<file path="src/rtl/control_fsm_pkg.sv">
// Shared types, MIPS opcode/function codes and the instruction-class decoder for control_fsm.
// Purely declarative: no state, no latency.
package control_fsm_pkg;

    typedef logic [5:0] opcode_t;
    typedef logic [5:0] func_t;

    typedef enum logic [2:0] {
        IDLE        = 3'd0,
        FETCH       = 3'd1,
        EXEC1       = 3'd2,
        MULDIV_WAIT = 3'd3,
        EXEC2       = 3'd4,
        HALT        = 3'd5
    } state_t;

    typedef enum logic [1:0] {
        REGFILE_ADDR_SEL_RT = 2'd0,
        REGFILE_ADDR_SEL_RD = 2'd1,
        REGFILE_ADDR_SEL_RA = 2'd2
    } regfile_addr_sel_t;

    typedef enum logic [1:0] {
        SIZE_WORD = 2'd0,
        SIZE_HALF = 2'd1,
        SIZE_BYTE = 2'd2
    } mem_size_t;

    localparam opcode_t OP_SPECIAL = 6'h00;
    localparam opcode_t OP_REGIMM  = 6'h01;
    localparam opcode_t OP_J       = 6'h02;
    localparam opcode_t OP_JAL     = 6'h03;
    localparam opcode_t OP_BEQ     = 6'h04;
    localparam opcode_t OP_BNE     = 6'h05;
    localparam opcode_t OP_BLEZ    = 6'h06;
    localparam opcode_t OP_BGTZ    = 6'h07;
    localparam opcode_t OP_ADDIU   = 6'h09;
    localparam opcode_t OP_SLTI    = 6'h0a;
    localparam opcode_t OP_SLTIU   = 6'h0b;
    localparam opcode_t OP_ANDI    = 6'h0c;
    localparam opcode_t OP_ORI     = 6'h0d;
    localparam opcode_t OP_XORI    = 6'h0e;
    localparam opcode_t OP_LUI     = 6'h0f;
    localparam opcode_t OP_LB      = 6'h20;
    localparam opcode_t OP_LH      = 6'h21;
    localparam opcode_t OP_LW      = 6'h23;
    localparam opcode_t OP_LBU     = 6'h24;
    localparam opcode_t OP_LHU     = 6'h25;
    localparam opcode_t OP_SB      = 6'h28;
    localparam opcode_t OP_SH      = 6'h29;
    localparam opcode_t OP_SW      = 6'h2b;

    localparam func_t FN_SLL   = 6'h00;
    localparam func_t FN_SRL   = 6'h02;
    localparam func_t FN_SRA   = 6'h03;
    localparam func_t FN_SLLV  = 6'h04;
    localparam func_t FN_SRLV  = 6'h06;
    localparam func_t FN_SRAV  = 6'h07;
    localparam func_t FN_JR    = 6'h08;
    localparam func_t FN_JALR  = 6'h09;
    localparam func_t FN_MFHI  = 6'h10;
    localparam func_t FN_MTHI  = 6'h11;
    localparam func_t FN_MFLO  = 6'h12;
    localparam func_t FN_MTLO  = 6'h13;
    localparam func_t FN_MULT  = 6'h18;
    localparam func_t FN_MULTU = 6'h19;
    localparam func_t FN_DIV   = 6'h1a;
    localparam func_t FN_DIVU  = 6'h1b;
    localparam func_t FN_ADD   = 6'h20;
    localparam func_t FN_ADDU  = 6'h21;
    localparam func_t FN_SUB   = 6'h22;
    localparam func_t FN_SUBU  = 6'h23;
    localparam func_t FN_AND   = 6'h24;
    localparam func_t FN_OR    = 6'h25;
    localparam func_t FN_XOR   = 6'h26;
    localparam func_t FN_NOR   = 6'h27;
    localparam func_t FN_SLT   = 6'h2a;
    localparam func_t FN_SLTU  = 6'h2b;

    typedef struct packed {
        logic      load;
        logic      store;
        logic      muldiv;
        logic      div;
        mem_size_t size;
        logic      wr_rt;
        logic      wr_rd;
        logic      wr_ra;
    } decode_t;

    // Anything not listed decodes to all-zero, i.e. a NOP through EXEC2.
    function automatic decode_t decode(opcode_t op, func_t fn);
        decode_t d;
        d      = '0;
        d.size = SIZE_WORD;
        case (op)
            OP_SPECIAL: begin
                case (fn)
                    FN_SLL, FN_SRL, FN_SRA, FN_SLLV, FN_SRLV, FN_SRAV,
                    FN_ADD, FN_ADDU, FN_SUB, FN_SUBU, FN_AND, FN_OR,
                    FN_XOR, FN_NOR, FN_SLT, FN_SLTU,
                    FN_MFHI, FN_MFLO, FN_JALR: d.wr_rd = 1'b1;
                    FN_MULT, FN_MULTU:         d.muldiv = 1'b1;
                    FN_DIV, FN_DIVU: begin
                        d.muldiv = 1'b1;
                        d.div    = 1'b1;
                    end
                    default: ;
                endcase
            end
            OP_LW: begin
                d.load  = 1'b1;
                d.wr_rt = 1'b1;
            end
            OP_LH, OP_LHU: begin
                d.load  = 1'b1;
                d.wr_rt = 1'b1;
                d.size  = SIZE_HALF;
            end
            OP_LB, OP_LBU: begin
                d.load  = 1'b1;
                d.wr_rt = 1'b1;
                d.size  = SIZE_BYTE;
            end
            OP_SW: d.store = 1'b1;
            OP_SH: begin
                d.store = 1'b1;
                d.size  = SIZE_HALF;
            end
            OP_SB: begin
                d.store = 1'b1;
                d.size  = SIZE_BYTE;
            end
            OP_ADDIU, OP_SLTI, OP_SLTIU, OP_ANDI,
            OP_ORI, OP_XORI, OP_LUI: d.wr_rt = 1'b1;
            OP_JAL:                  d.wr_ra = 1'b1;
            default: ;
        endcase
        return d;
    endfunction

endpackage

</file>
<file path="src/rtl/control_fsm_if.sv">
// Memory-port bundle between control_fsm (master) and the bus/datapath side (slave).
// Names are from the controller's point of view; no storage, no latency.
interface control_fsm_if #(
    parameter int BYTE_LANES = 4
);
    localparam int AW = $clog2(BYTE_LANES);

    logic [AW-1:0]         addr_low_i;
    logic                  waitrequest_i;
    logic                  mem_read_o;
    logic                  mem_write_o;
    logic [BYTE_LANES-1:0] mem_byte_en_o;
    logic                  mem_addr_sel_o;

    modport master (
        input  addr_low_i,
        input  waitrequest_i,
        output mem_read_o,
        output mem_write_o,
        output mem_byte_en_o,
        output mem_addr_sel_o
    );

    modport slave (
        output addr_low_i,
        output waitrequest_i,
        input  mem_read_o,
        input  mem_write_o,
        input  mem_byte_en_o,
        input  mem_addr_sel_o
    );
endinterface

</file>
<file path="src/rtl/control_fsm_byte_lane_gen.sv">
// Little-endian byte-enable and alignment check from access size and low address bits.
// Combinational, zero latency, no backpressure.
module control_fsm_byte_lane_gen
    import control_fsm_pkg::*;
#(
    parameter  int BYTE_LANES = 4,
    localparam int AW         = $clog2(BYTE_LANES)
) (
    input  mem_size_t             size_i,
    input  logic [AW-1:0]         addr_low_i,
    output logic [BYTE_LANES-1:0] byte_en_o,
    output logic                  misaligned_o
);
    localparam logic [BYTE_LANES-1:0] BYTE_MASK = BYTE_LANES'(1);
    localparam logic [BYTE_LANES-1:0] HALF_MASK = BYTE_LANES'(3);

    always_comb begin
        byte_en_o    = '0;
        misaligned_o = 1'b0;
        case (size_i)
            SIZE_WORD: begin
                if (addr_low_i == '0) byte_en_o = '1;
                else                  misaligned_o = 1'b1;
            end
            SIZE_HALF: begin
                if (!addr_low_i[0]) byte_en_o = HALF_MASK << addr_low_i;
                else                misaligned_o = 1'b1;
            end
            SIZE_BYTE: byte_en_o = BYTE_MASK << addr_low_i;
            default:   misaligned_o = 1'b1;
        endcase
    end
endmodule

</file>
<file path="src/rtl/control_fsm.sv">
// Multicycle MIPS controller: state + mul/div counter are the only flops, all outputs decode combinationally.
// Min latency 3 cycles (mul/div 3+LATENCY); each waitrequest cycle stalls FETCH/load/store by one cycle.
module control_fsm
    import control_fsm_pkg::*;
#(
    parameter int BYTE_LANES   = 4,
    parameter int MULT_LATENCY = 1,
    parameter int DIV_LATENCY  = 32
) (
    input  logic              clk_i,
    input  logic              rst_n_i,
    input  opcode_t           opcode_i,
    input  func_t             function_i,
    input  logic              pc_halt_i,
    control_fsm_if.master     mem_if,
    output state_t            state_o,
    output logic              active_o,
    output logic              pc_write_en_o,
    output logic              ir_write_en_o,
    output logic              mdr_write_en_o,
    output logic              src_b_sel_o,
    output logic              regfile_write_en_o,
    output regfile_addr_sel_t regfile_addr_3_sel_o,
    output logic              muldiv_start_o,
    output logic              hi_lo_write_en_o,
    output logic              align_err_o
);
    localparam int MAX_LAT = (DIV_LATENCY > MULT_LATENCY) ? DIV_LATENCY : MULT_LATENCY;
    localparam int CW      = (MAX_LAT > 1) ? $clog2(MAX_LAT) : 1;

    state_t                state_q, state_d;
    logic [CW-1:0]         cnt_q, cnt_d;
    decode_t               dec;
    logic [BYTE_LANES-1:0] lane_be;
    logic                  lane_mis;

    logic                  mem_read, mem_write, addr_sel;
    logic [BYTE_LANES-1:0] byte_en;

    assign dec = decode(opcode_i, function_i);

    control_fsm_byte_lane_gen #(.BYTE_LANES(BYTE_LANES)) u_lanes (
        .size_i       (dec.size),
        .addr_low_i   (mem_if.addr_low_i),
        .byte_en_o    (lane_be),
        .misaligned_o (lane_mis)
    );

    always_ff @(posedge clk_i or negedge rst_n_i) begin
        if (!rst_n_i) begin
            state_q <= IDLE;
            cnt_q   <= '0;
        end else begin
            state_q <= state_d;
            cnt_q   <= cnt_d;
        end
    end

    always_comb begin
        state_d              = state_q;
        cnt_d                = cnt_q;
        active_o             = 1'b0;
        pc_write_en_o        = 1'b0;
        ir_write_en_o        = 1'b0;
        mdr_write_en_o       = 1'b0;
        mem_read             = 1'b0;
        mem_write            = 1'b0;
        byte_en              = '0;
        addr_sel             = 1'b0;
        src_b_sel_o          = 1'b0;
        regfile_write_en_o   = 1'b0;
        regfile_addr_3_sel_o = REGFILE_ADDR_SEL_RT;
        muldiv_start_o       = 1'b0;
        hi_lo_write_en_o     = 1'b0;
        align_err_o          = 1'b0;
        case (state_q)
            IDLE: state_d = FETCH;
            FETCH: begin
                active_o = 1'b1;
                if (pc_halt_i) begin
                    state_d = HALT;
                end else begin
                    mem_read = 1'b1;
                    byte_en  = '1;
                    if (!mem_if.waitrequest_i) begin
                        ir_write_en_o = 1'b1;
                        state_d       = EXEC1;
                    end
                end
            end
            EXEC1: begin
                active_o = 1'b1;
                if (dec.load) begin
                    addr_sel    = 1'b1;
                    src_b_sel_o = 1'b1;
                    // A misaligned load never touches the bus, so waitrequest is irrelevant.
                    if (lane_mis) begin
                        align_err_o = 1'b1;
                        state_d     = EXEC2;
                    end else begin
                        mem_read = 1'b1;
                        byte_en  = lane_be;
                        if (!mem_if.waitrequest_i) begin
                            mdr_write_en_o = 1'b1;
                            state_d        = EXEC2;
                        end
                    end
                end else if (dec.muldiv) begin
                    muldiv_start_o = 1'b1;
                    cnt_d   = dec.div ? CW'(DIV_LATENCY - 1) : CW'(MULT_LATENCY - 1);
                    state_d = MULDIV_WAIT;
                end else begin
                    state_d = EXEC2;
                end
            end
            MULDIV_WAIT: begin
                active_o = 1'b1;
                if (cnt_q == '0) begin
                    hi_lo_write_en_o = 1'b1;
                    state_d          = EXEC2;
                end else begin
                    cnt_d = cnt_q - CW'(1);
                end
            end
            EXEC2: begin
                active_o = 1'b1;
                if (dec.store) begin
                    addr_sel    = 1'b1;
                    src_b_sel_o = 1'b1;
                    if (lane_mis) begin
                        align_err_o   = 1'b1;
                        pc_write_en_o = 1'b1;
                        state_d       = FETCH;
                    end else begin
                        mem_write = 1'b1;
                        byte_en   = lane_be;
                        if (!mem_if.waitrequest_i) begin
                            pc_write_en_o = 1'b1;
                            state_d       = FETCH;
                        end
                    end
                end else begin
                    pc_write_en_o = 1'b1;
                    state_d       = FETCH;
                    if (dec.wr_rt) begin
                        src_b_sel_o        = 1'b1;
                        regfile_write_en_o = !(dec.load && lane_mis);
                    end else if (dec.wr_rd) begin
                        regfile_write_en_o   = 1'b1;
                        regfile_addr_3_sel_o = REGFILE_ADDR_SEL_RD;
                    end else if (dec.wr_ra) begin
                        regfile_write_en_o   = 1'b1;
                        regfile_addr_3_sel_o = REGFILE_ADDR_SEL_RA;
                    end
                end
            end
            HALT: state_d = HALT;
            default: state_d = IDLE;
        endcase
    end

    assign state_o               = state_q;
    assign mem_if.mem_read_o     = mem_read;
    assign mem_if.mem_write_o    = mem_write;
    assign mem_if.mem_byte_en_o  = byte_en;
    assign mem_if.mem_addr_sel_o = addr_sel;
endmodule

</file>
<file path="src/flat_wrapper.sv">
// flat-port wrapper written by rule: the top's interface ports become plain ports
module control_fsm_flat import control_fsm_pkg::*;
#(
    parameter int BYTE_LANES   = 4,
    parameter int MULT_LATENCY = 1,
    parameter int DIV_LATENCY  = 32
)
  (clk_i, rst_n_i, opcode_i, function_i, pc_halt_i, state_o, active_o, pc_write_en_o, ir_write_en_o, mdr_write_en_o, src_b_sel_o, regfile_write_en_o, regfile_addr_3_sel_o, muldiv_start_o, hi_lo_write_en_o, align_err_o, mem_if_addr_low_i, mem_if_waitrequest_i, mem_if_mem_read_o, mem_if_mem_write_o, mem_if_mem_byte_en_o, mem_if_mem_addr_sel_o);
  control_fsm_if #(.BYTE_LANES(BYTE_LANES)) mem_if_i ();
  input  logic clk_i;
  input  logic rst_n_i;
  input  opcode_t opcode_i;
  input  func_t function_i;
  input  logic pc_halt_i;
  output state_t state_o;
  output logic active_o;
  output logic pc_write_en_o;
  output logic ir_write_en_o;
  output logic mdr_write_en_o;
  output logic src_b_sel_o;
  output logic regfile_write_en_o;
  output regfile_addr_sel_t regfile_addr_3_sel_o;
  output logic muldiv_start_o;
  output logic hi_lo_write_en_o;
  output logic align_err_o;
  input wire logic [$bits(mem_if_i.addr_low_i)-1:0] mem_if_addr_low_i;
  input wire logic [$bits(mem_if_i.waitrequest_i)-1:0] mem_if_waitrequest_i;
  output wire logic [$bits(mem_if_i.mem_read_o)-1:0] mem_if_mem_read_o;
  output wire logic [$bits(mem_if_i.mem_write_o)-1:0] mem_if_mem_write_o;
  output wire logic [$bits(mem_if_i.mem_byte_en_o)-1:0] mem_if_mem_byte_en_o;
  output wire logic [$bits(mem_if_i.mem_addr_sel_o)-1:0] mem_if_mem_addr_sel_o;
  assign mem_if_i.addr_low_i = mem_if_addr_low_i;
  assign mem_if_i.waitrequest_i = mem_if_waitrequest_i;
  assign mem_if_mem_read_o = mem_if_i.mem_read_o;
  assign mem_if_mem_write_o = mem_if_i.mem_write_o;
  assign mem_if_mem_byte_en_o = mem_if_i.mem_byte_en_o;
  assign mem_if_mem_addr_sel_o = mem_if_i.mem_addr_sel_o;
  control_fsm #(.BYTE_LANES(BYTE_LANES), .MULT_LATENCY(MULT_LATENCY), .DIV_LATENCY(DIV_LATENCY)) u_core (.clk_i(clk_i), .rst_n_i(rst_n_i), .opcode_i(opcode_i), .function_i(function_i), .pc_halt_i(pc_halt_i), .mem_if(mem_if_i), .state_o(state_o), .active_o(active_o), .pc_write_en_o(pc_write_en_o), .ir_write_en_o(ir_write_en_o), .mdr_write_en_o(mdr_write_en_o), .src_b_sel_o(src_b_sel_o), .regfile_write_en_o(regfile_write_en_o), .regfile_addr_3_sel_o(regfile_addr_3_sel_o), .muldiv_start_o(muldiv_start_o), .hi_lo_write_en_o(hi_lo_write_en_o), .align_err_o(align_err_o));
endmodule
</file>
<file path="config.mk">
export PLATFORM = sky130hd
export DESIGN_NAME = control_fsm_flat
export DESIGN_NICKNAME = d
export VERILOG_FILES = /design/src/rtl/control_fsm_pkg.sv /design/src/rtl/control_fsm_if.sv /design/src/rtl/control_fsm_byte_lane_gen.sv /design/src/rtl/control_fsm.sv /design/src/flat_wrapper.sv
export SDC_FILE = /design/constraint.sdc
export NUM_CORES = 1
export LEC_CHECK = 0
export CELL_PAD_IN_SITES_DETAIL_PLACEMENT = 0
export CELL_PAD_IN_SITES_GLOBAL_PLACEMENT = 1
export CORE_MARGIN = 2
export CORE_UTILIZATION = 34
export CTS_BUF_LIST = sky130_fd_sc_hd__clkbuf_8
export CTS_CLUSTER_DIAMETER = 30
export CTS_CLUSTER_SIZE = 20
export DETAILED_ROUTE_END_ITERATION = 10
export PLACE_DENSITY_LB_ADDON = 0.1
export RECOVER_POWER = 50
export SETUP_SLACK_MARGIN = 0.05
export SKIP_LAST_GASP = 1
export SYNTH_ARGS = -nofsm -noshare
export SYNTH_HDL_FRONTEND = slang
export SYNTH_SLANG_ARGS = --single-unit
</file>
<file path="constraint.sdc">
create_clock -name clk_i -period 4.48 [get_ports clk_i]
set_input_delay 0.672 -clock clk_i [delete_from_list [all_inputs] [get_ports clk_i]]
set_output_delay 0.672 -clock clk_i [all_outputs]
set_load 0.05 [all_outputs]
</file>
==> insert_results.sql, run 1 <==
INSERT INTO impl_metrics (metric_group, metric, value, unit) VALUES
('run_status', 'outcome', 'completed', ''),
('clock_network', 'h_tree_levels', '1', ''),
('synth', 'largest_family_of_logic_cells_by_synthesized_area', 'simple AND/OR/NAND/NOR gates', ''),
('drt', 'detailroute.via_count', '1121', ''),
('floorplanning', 'die_boundary_height', '58.2', 'um'),
('critical_path', 'worst_setup_path_start_kind', 'primary input', ''),
('sta', 'final_max_slew_viol_count', '0', ''),
('floorplanning', 'initial_core_util', '0.359', ''),
('synth', 'yosysUniqueCellTypes', '51', ''),
('drt', 'viasPerCell', '5.72', ''),
('global_route', 'grt_antenna_before_repair', '0', ''),
('floorplanning', 'die_w', '58.2', 'um'),
('synth', 'most_common_cell_in_the_synthesized_netlist', 'nor2_1', ''),
('sta', 'timing_hold_violations_final', '0', ''),
('global_route', 'grt_first_pass_wirelength', '4880', 'um'),
('clock_network', 'path_clk_slew', '40', 'ps'),
('synth', 'synth.top_cells.by_area', 'dfrtp_1 20%, nor2_1 7.1%, o31ai_1 4.5%', ''),
('placement', 'place_worst_setup_slack', '480', 'ps'),
('layout', 'layout.cell_area.non_filler', '1420', 'um^2'),
('drt', 'detailroute.wirelength.met2', '1400', 'um'),
('synth', 'synth.cells.most_frequent', '19 x nor2_1, 9 x inv_1, 8 x dfrtp_1', ''),
('flow_run', 'maxCapViolCount', '0', ''),
('synth', 'post-synth-top-area-cell', 'dfrtp_1', ''),
('critical_path', 'crit-reg2reg-capture', 'u_core.state_o[1]$_DFFE_PN0P_', ''),
('synth', 'muxShareOfSynthArea', '0', ''),
('sta', 'period_share', '0.917', ''),
('global_route', 'grt_max_degree', '15', ''),
('sta', 'timing_worst_slew_pin_value', '848', 'ps'),
('clock_network', 'cts_repair_resize_count', '0', ''),
('clock_network', 'cts_tree', 'built', ''),
('drt', 'wire_per_inst', '15.3', 'um'),
('clock_network', 'tritoncts.num_buffers', '3', ''),
('drt', 'number_of_detailed_routing_iterations_run_before_antenna_repair', '4', ''),
('synth', 'synth_xor_area_frac', '0.0439', ''),
('sta', 'max_slew_margin', '0.430', ''),
('layout', 'multi_input_area', '719', 'um^2'),
('sta', 'setup_total_negative_slack', '0', 'ps'),
('worst_hold_path', 'holdPathStages', '1', ''),
('layout', 'diodes', '0', ''),
('synth', 'most_used_flip_flop_cell_after_synthesis', 'dfrtp_1', ''),
('synth', 'async_flop_share', '1.00', ''),
('placement', 'dpl.cell_count', '193', ''),
('floorplanning', 'fp.coreArea', '2780', 'um^2'),
('worst_hold_path', 'worst_hold_path_type', 'register to register', ''),
('critical_path', 'worst_ep_arrival_time', '3430', 'ps'),
('sta', 'fin_skew', '0.935', 'ps'),
('placement', 'gp_congestion', '0.795', ''),
('pwr', 'power.leakage', '0.548', 'nW'),
('pwr', 'pwr_density_cell', '502', 'nW/um^2'),
('critical_path', 'worstPathRequired', '3810', 'ps'),
('synth', 'synth_sequential_area_ratio', '0.201', ''),
('synth', 'synth_compound_area_frac', '0.317', ''),
('critical_path', 'setup.worst_path.class', 'primary input to output pin', ''),
('sta', 'grt_setup_unrepaired', 'no', ''),
('critical_path', 'worst-r2r-setup-slack', '2420', 'ps'),
('clock_network', 'cts-hold-fix-buffers', '0', ''),
('clock_network', 'cts_setup_buffers', '0', ''),
('critical_path', 'ff2ff_path_depth', '6', ''),
('drt', 'postRouteWirelength', '3000', 'um'),
('layout', 'finalNetCount', '186', ''),
('critical_path', 'worstPathMaxFanout', '8', ''),
('synth', 'yosys.area.top_type_share', '0.201', ''),
('floorplanning', 'die_area', '3390', 'um^2'),
('synth', 'synth-warning-count', '0', ''),
('drt', 'met3WireLength', '174', 'um'),
('worst_hold_path', 'hold_path_startpoint', 'u_core.cnt_q[1]$_DFFE_PN0P_', ''),
('synth', 'netlist_area', '998', 'um^2'),
('synth', 'count_of_flip_flops_with_a_built_in_enable_after_synthesis', '0', ''),
('floorplanning', 'rows', '19', ''),
('layout', 'share_of_layout_cells_above_drive_strength_1', '0.0909', ''),
('layout', 'final_std_cells_w_o_fill', '196', '');
[state kept, by name, summed over array words and instances (netlist names)]
| name | count |
|---|---|
| u_core.state_o | 3 |
| u_core.cnt_q | 5 |
[where the power goes]
part	switching (mW)	total (mW)	internal [mW]
registers	0.0573	0.154	0.0963
clock network	0.0280	0.0862	0.0582
logic	0.306	0.474	0.168
total	0.392	0.714	0.322
[cell type report]
class | count | area share
clock buffer | 3 | 0.0290
inverter | 9 | 0.0238
multi-input combinational | 106 | 0.506
sequential | 8 | 0.141
tap | 31 | 0.0273
timing repair buffer | 39 | 0.273
[placed cells by master (no fill, tap or decap), drive strengths merged, types with 2 or more instances in the layout]
cell type	netlist	routed
xor2	4	4
dlygate4sd3	0	6
a21oi	3	3
clkbuf	1	3
nand3	5	5
nor2b	3	3
o211ai	4	4
and2	2	2
o21a	2	2
a31oi	5	5
nor2	19	19
a211oi	3	3
nand4	2	2
nand2	7	7
inv	9	9
nand2b	4	4
o31ai	6	6
dfrtp	8	8
nor4	5	5
o21ai	5	5
a211o	3	3
or3	3	3
clkdlybuf4s50	0	32
nor3	4	4
[kinds of logic (layout without fill, tap and decap cells)]
family                     after synthesis  after routing
xor gates and xnor gates                 5              5
DFF                                      8              8
adders and majority gates                1              1
and+or+nand+nor                         61             61
buffers and inverters                   14             51
AOI/OAI and AO/OA                       39             39
[stage by stage]
step	util	hold WS [ps]	total power, mW
after floorplan	-	376	0.484
after global placement	0.502	501	0.627
after detailed placement	0.502	508	0.634
after CTS	0.516	517	0.725
after global routing	0.511	552	0.763
final	0.511	516	0.714
[critical path: stages]
cell,delay (ps)
dlygate4sd3_1,670
nor4_2,540
nand3_1,160
nor2b_1,170
a2111oi_2,360
clkdlybuf4s50_1,860
[worst max path at each step]
stage | endpoint | slack (ps) | cells past startpoint
global placement | regfile_write_en_o | 540 | 6
global route | mem_if_mem_byte_en_o[1] | 230 | 6
floorplan | mem_if_mem_byte_en_o[1] | 840 | 4
CTS | regfile_write_en_o | 460 | 6
detailed placement | regfile_write_en_o | 480 | 6
finish | regfile_write_en_o | 370 | 6
[routing by layer]
layer | track usage | up-vias
li1 | - | 558
met1 | 0.252 | 517
met2 | 0.294 | 42
met3 | 0.0424 | 4
met4 | 0.0233 | 0
met5 | 0 | -
Power figures use the tool's default switching activity.
==> inputs of run 2 (changes only) <==
--- a/config.mk
+++ b/config.mk
@@ -8,7 +8,7 @@
 export CELL_PAD_IN_SITES_DETAIL_PLACEMENT = 0
 export CELL_PAD_IN_SITES_GLOBAL_PLACEMENT = 1
 export CORE_MARGIN = 2
-export CORE_UTILIZATION = 34
+export CORE_UTILIZATION = 32
 export CTS_BUF_LIST = sky130_fd_sc_hd__clkbuf_8
 export CTS_CLUSTER_DIAMETER = 30
 export CTS_CLUSTER_SIZE = 20
@@ -16,6 +16,7 @@
 export PLACE_DENSITY_LB_ADDON = 0.1
 export RECOVER_POWER = 50
 export SETUP_SLACK_MARGIN = 0.05
+export SKIP_CTS_REPAIR_TIMING = 1
 export SKIP_LAST_GASP = 1
 export SYNTH_ARGS = -nofsm -noshare
 export SYNTH_HDL_FRONTEND = slang
==> constraint.sdc (replaced) <==
create_clock -name clk_i -period 4.4 [get_ports clk_i]
set_input_delay 0.66 -clock clk_i [delete_from_list [all_inputs] [get_ports clk_i]]
set_output_delay 0.66 -clock clk_i [all_outputs]
set_load 0.05 [all_outputs]
==> insert_results.sql, run 2 (synthesis results as in run 1) <==
INSERT INTO impl_metrics (metric_group, metric, value, unit) VALUES
('floorplanning', 'rows', '20', ''),
('floorplanning', 'fp.coreArea', '3000', 'um^2'),
('floorplanning', 'die_w', '59.9', 'um'),
('clock_network', 'clock_sinks', '8', ''),
('pwr', 'pwr_density_cell', '510', 'nW/um^2'),
('global_route', 'global_route_overflow', '0', ''),
('layout', 'layout_common_cells', '33 x clkdlybuf4s50_1, 19 x nor2_1, 9 x inv_1, 8 x dfrtp_1, 7 x nand2_1', ''),
('clock_network', 'tritoncts.num_buffers', '3', ''),
('critical_path', 'worst-r2r-setup-slack', '2350', 'ps'),
('global_route', 'vias_in_the_first_global_route', '1024', ''),
('clock_network', 'h_tree_levels', '1', ''),
('critical_path', 'worst_path_max_delay_cell', 'a31oi_1', ''),
('layout', 'diodes', '0', ''),
('pwr', 'power.net_switching', '0.401', 'mW'),
('global_route', 'grt_max_degree', '15', ''),
('clock_network', 'path_clk_slew', '40', 'ps'),
('sta', 'max_slew_margin', '0.409', ''),
('layout', 'largest_register', 'u_core.cnt_q', ''),
('critical_path', 'crit_buf_inv', '2', ''),
('critical_path', 'worst_ep_arrival_time', '3370', 'ps'),
('critical_path', 'critical_path.top_delay_family', 'buffers and inverters', ''),
('sta', 'period_share', '0.916', ''),
('critical_path', 'worst_setup_path_start_kind', 'primary input', ''),
('layout', 'number_of_flip_flops_in_the_largest_register', '5', ''),
('drt', 'postRouteWirelength', '2980', 'um'),
('run_status', 'outcome', 'completed', ''),
('global_route', 'grt_antenna_before_repair', '0', ''),
('clock_network', 'cts_tree', 'built', ''),
('global_route', 'grt_first_pass_wirelength', '4850', 'um'),
('placement', 'gp_congestion', '0.759', ''),
('sta', 'clock_period_minus_worst_slack', '4030', 'ps'),
('sta', 'fin_skew', '3.78', 'ps'),
('pwr', 'power.leakage', '0.548', 'nW'),
('sta', 'timing_hold_violations_final', '0', ''),
('critical_path', 'worstPathMaxFanout', '8', ''),
('layout', 'mostFrequentLayoutCell', 'clkdlybuf4s50_1', ''),
('drt', 'antenna_left', '0', ''),
('placement', 'placement.io_buffers', '38', ''),
('pwr', 'peakVddDrop', '0.000320', 'V'),
('clock_network', 'cts.path.max_buffers', '2', ''),
('drt', 'number_of_drc_markers_in_iteration_0', '36', ''),
('critical_path', 'critical_path.cell_chain', 'dlygate4sd3_1, nand2b_1, nand2_1, a31oi_1, o21ai_0, clkdlybuf4s50_1', ''),
('floorplanning', 'initial_core_util', '0.333', ''),
('drt', 'wire_per_inst', '15.0', 'um'),
('critical_path', 'worstSetupEndpointType', 'output pin', ''),
('layout', 'n_fill_cell', '318', ''),
('drt', 'viasPerCell', '5.70', ''),
('pwr', 'p_comb_frac', '0.661', ''),
('layout', 'share_of_layout_cells_above_drive_strength_1', '0.0970', ''),
('layout', 'finalNetCount', '186', ''),
('critical_path', 'cp_slowest_stage_delay', '750', 'ps'),
('sta', 'finalSetupViolations', '0', ''),
('floorplanning', 'die_area', '3580', 'um^2'),
('pwr', 'power.clock.fraction', '0.125', ''),
('pwr', 'switching_share_of_total_power', '0.550', ''),
('critical_path', 'setup.worst_path.class', 'primary input to output pin', ''),
('sta', 'fmax', '0.248', 'GHz'),
('worst_hold_path', 'worst_hold_path_type', 'register to register', ''),
('floorplanning', 'die_boundary_height', '59.9', 'um'),
('sta', 'grt_setup_unrepaired', 'no', ''),
('clock_network', 'clock_tree.root_cell', 'clkbuf_8', ''),
('drt', 'detailroute.via_count', '1129', ''),
('sta', 'final_max_slew_viol_count', '0', ''),
('flow_run', 'maxCapViolCount', '0', ''),
('layout', 'utilization', '0.476', ''),
('sta', 'setup_total_negative_slack', '0', 'ps'),
('pwr', 'p_int', '0.328', 'mW'),
('clock_network', 'clock_insertion_delay_worst_skew', '230', 'ps'),
('drt', 'number_of_detailed_routing_iterations_run_before_antenna_repair', '4', ''),
('floorplanning', 'top_level_ports', '39', ''),
('placement', 'hpwlAfterDp', '2250', 'um'),
('global_route', 'globalRouteTotalUtil', '0.179', ''),
('pwr', 'sequential_cell_fraction_of_total_power', '0.214', ''),
('critical_path', 'worstPathRequired', '3740', 'ps'),
('layout', 'area_delta_synth_final', '43.2', '%'),
('sta', 'timing_worst_slew_pin_value', '882', 'ps'),
('drt', 'drc', '0', '');
run 2: area by class of cell:
cell class,count,area [um^2],share of cell area
Clock buffer,3,41.3,0.0289
Inverter,9,33.8,0.0236
Multi-Input combinational cell,106,726,0.507
Sequential cell,8,200,0.140
Tap cell,33,41.3,0.0289
Timing Repair Buffer,39,388,0.271
run 2: worst paths after layout:
kind / startpoint / end / depth (start not counted)
hold / removal: u_core.cnt_q[1]$_DFFE_PN0P_ / u_core.cnt_q[1]$_DFFE_PN0P_ / 1
setup reg to reg: u_core.cnt_q[0]$_DFFE_PN0P_ / u_core.state_o[1]$_DFFE_PN0P_ / 6
hold reg to reg: u_core.cnt_q[1]$_DFFE_PN0P_ / u_core.cnt_q[1]$_DFFE_PN0P_ / 1
max in group asynchronous: rst_n_i / u_core.cnt_q[0]$_DFFE_PN0P_ / 1
min in group asynchronous: rst_n_i / u_core.cnt_q[1]$_DFFE_PN0P_ / 1
setup / recovery: opcode_i[2] / mem_if_mem_byte_en_o[3] / 6
run 2: layer usage:
metal,share of wire,routed length (um),vias to the layer above,track usage
met5,0,0,-,0
met4,0.0074,22,0,0.0571
met3,0.068,204,2,0.0519
met2,0.43,1270,44,0.250
met1,0.50,1480,526,0.261
li1,-,-,557,-
run 2: per-stage QoR:
stage               worst slack (ps)  cell area (um^2)  power, mW  std cells  hold WS [ps]
global route                     235              1430      0.785        198           567
finish                           368              1430      0.729        198           528
global placement                 454              1400      0.640        195           506
CTS                              407              1440      0.738        198           527
detailed placement               422              1400      0.642        195           515
floorplan                        782               998      0.493        128           364
run 2: power groups by stage:
stage / Combinational (mW) / Clock (mW) / Sequential (mW)
after floorplan: 0.329 / 0 / 0.163
after global placement: 0.484 / 0 / 0.156
after detailed placement: 0.486 / 0 / 0.156
after CTS: 0.489 / 0.0930 / 0.156
after global routing: 0.520 / 0.0996 / 0.166
final: 0.482 / 0.0909 / 0.156
==> inputs of run 3 (changes only) <==
--- a/config.mk
+++ b/config.mk
@@ -5,6 +5,7 @@
 export SDC_FILE = /design/constraint.sdc
 export NUM_CORES = 1
 export LEC_CHECK = 0
+export CAP_MARGIN = 20
 export CELL_PAD_IN_SITES_DETAIL_PLACEMENT = 0
 export CELL_PAD_IN_SITES_GLOBAL_PLACEMENT = 1
 export CORE_MARGIN = 2
==> results of run 3 <==
The final DEF is identical to that of run 2; final timing and power are the same.
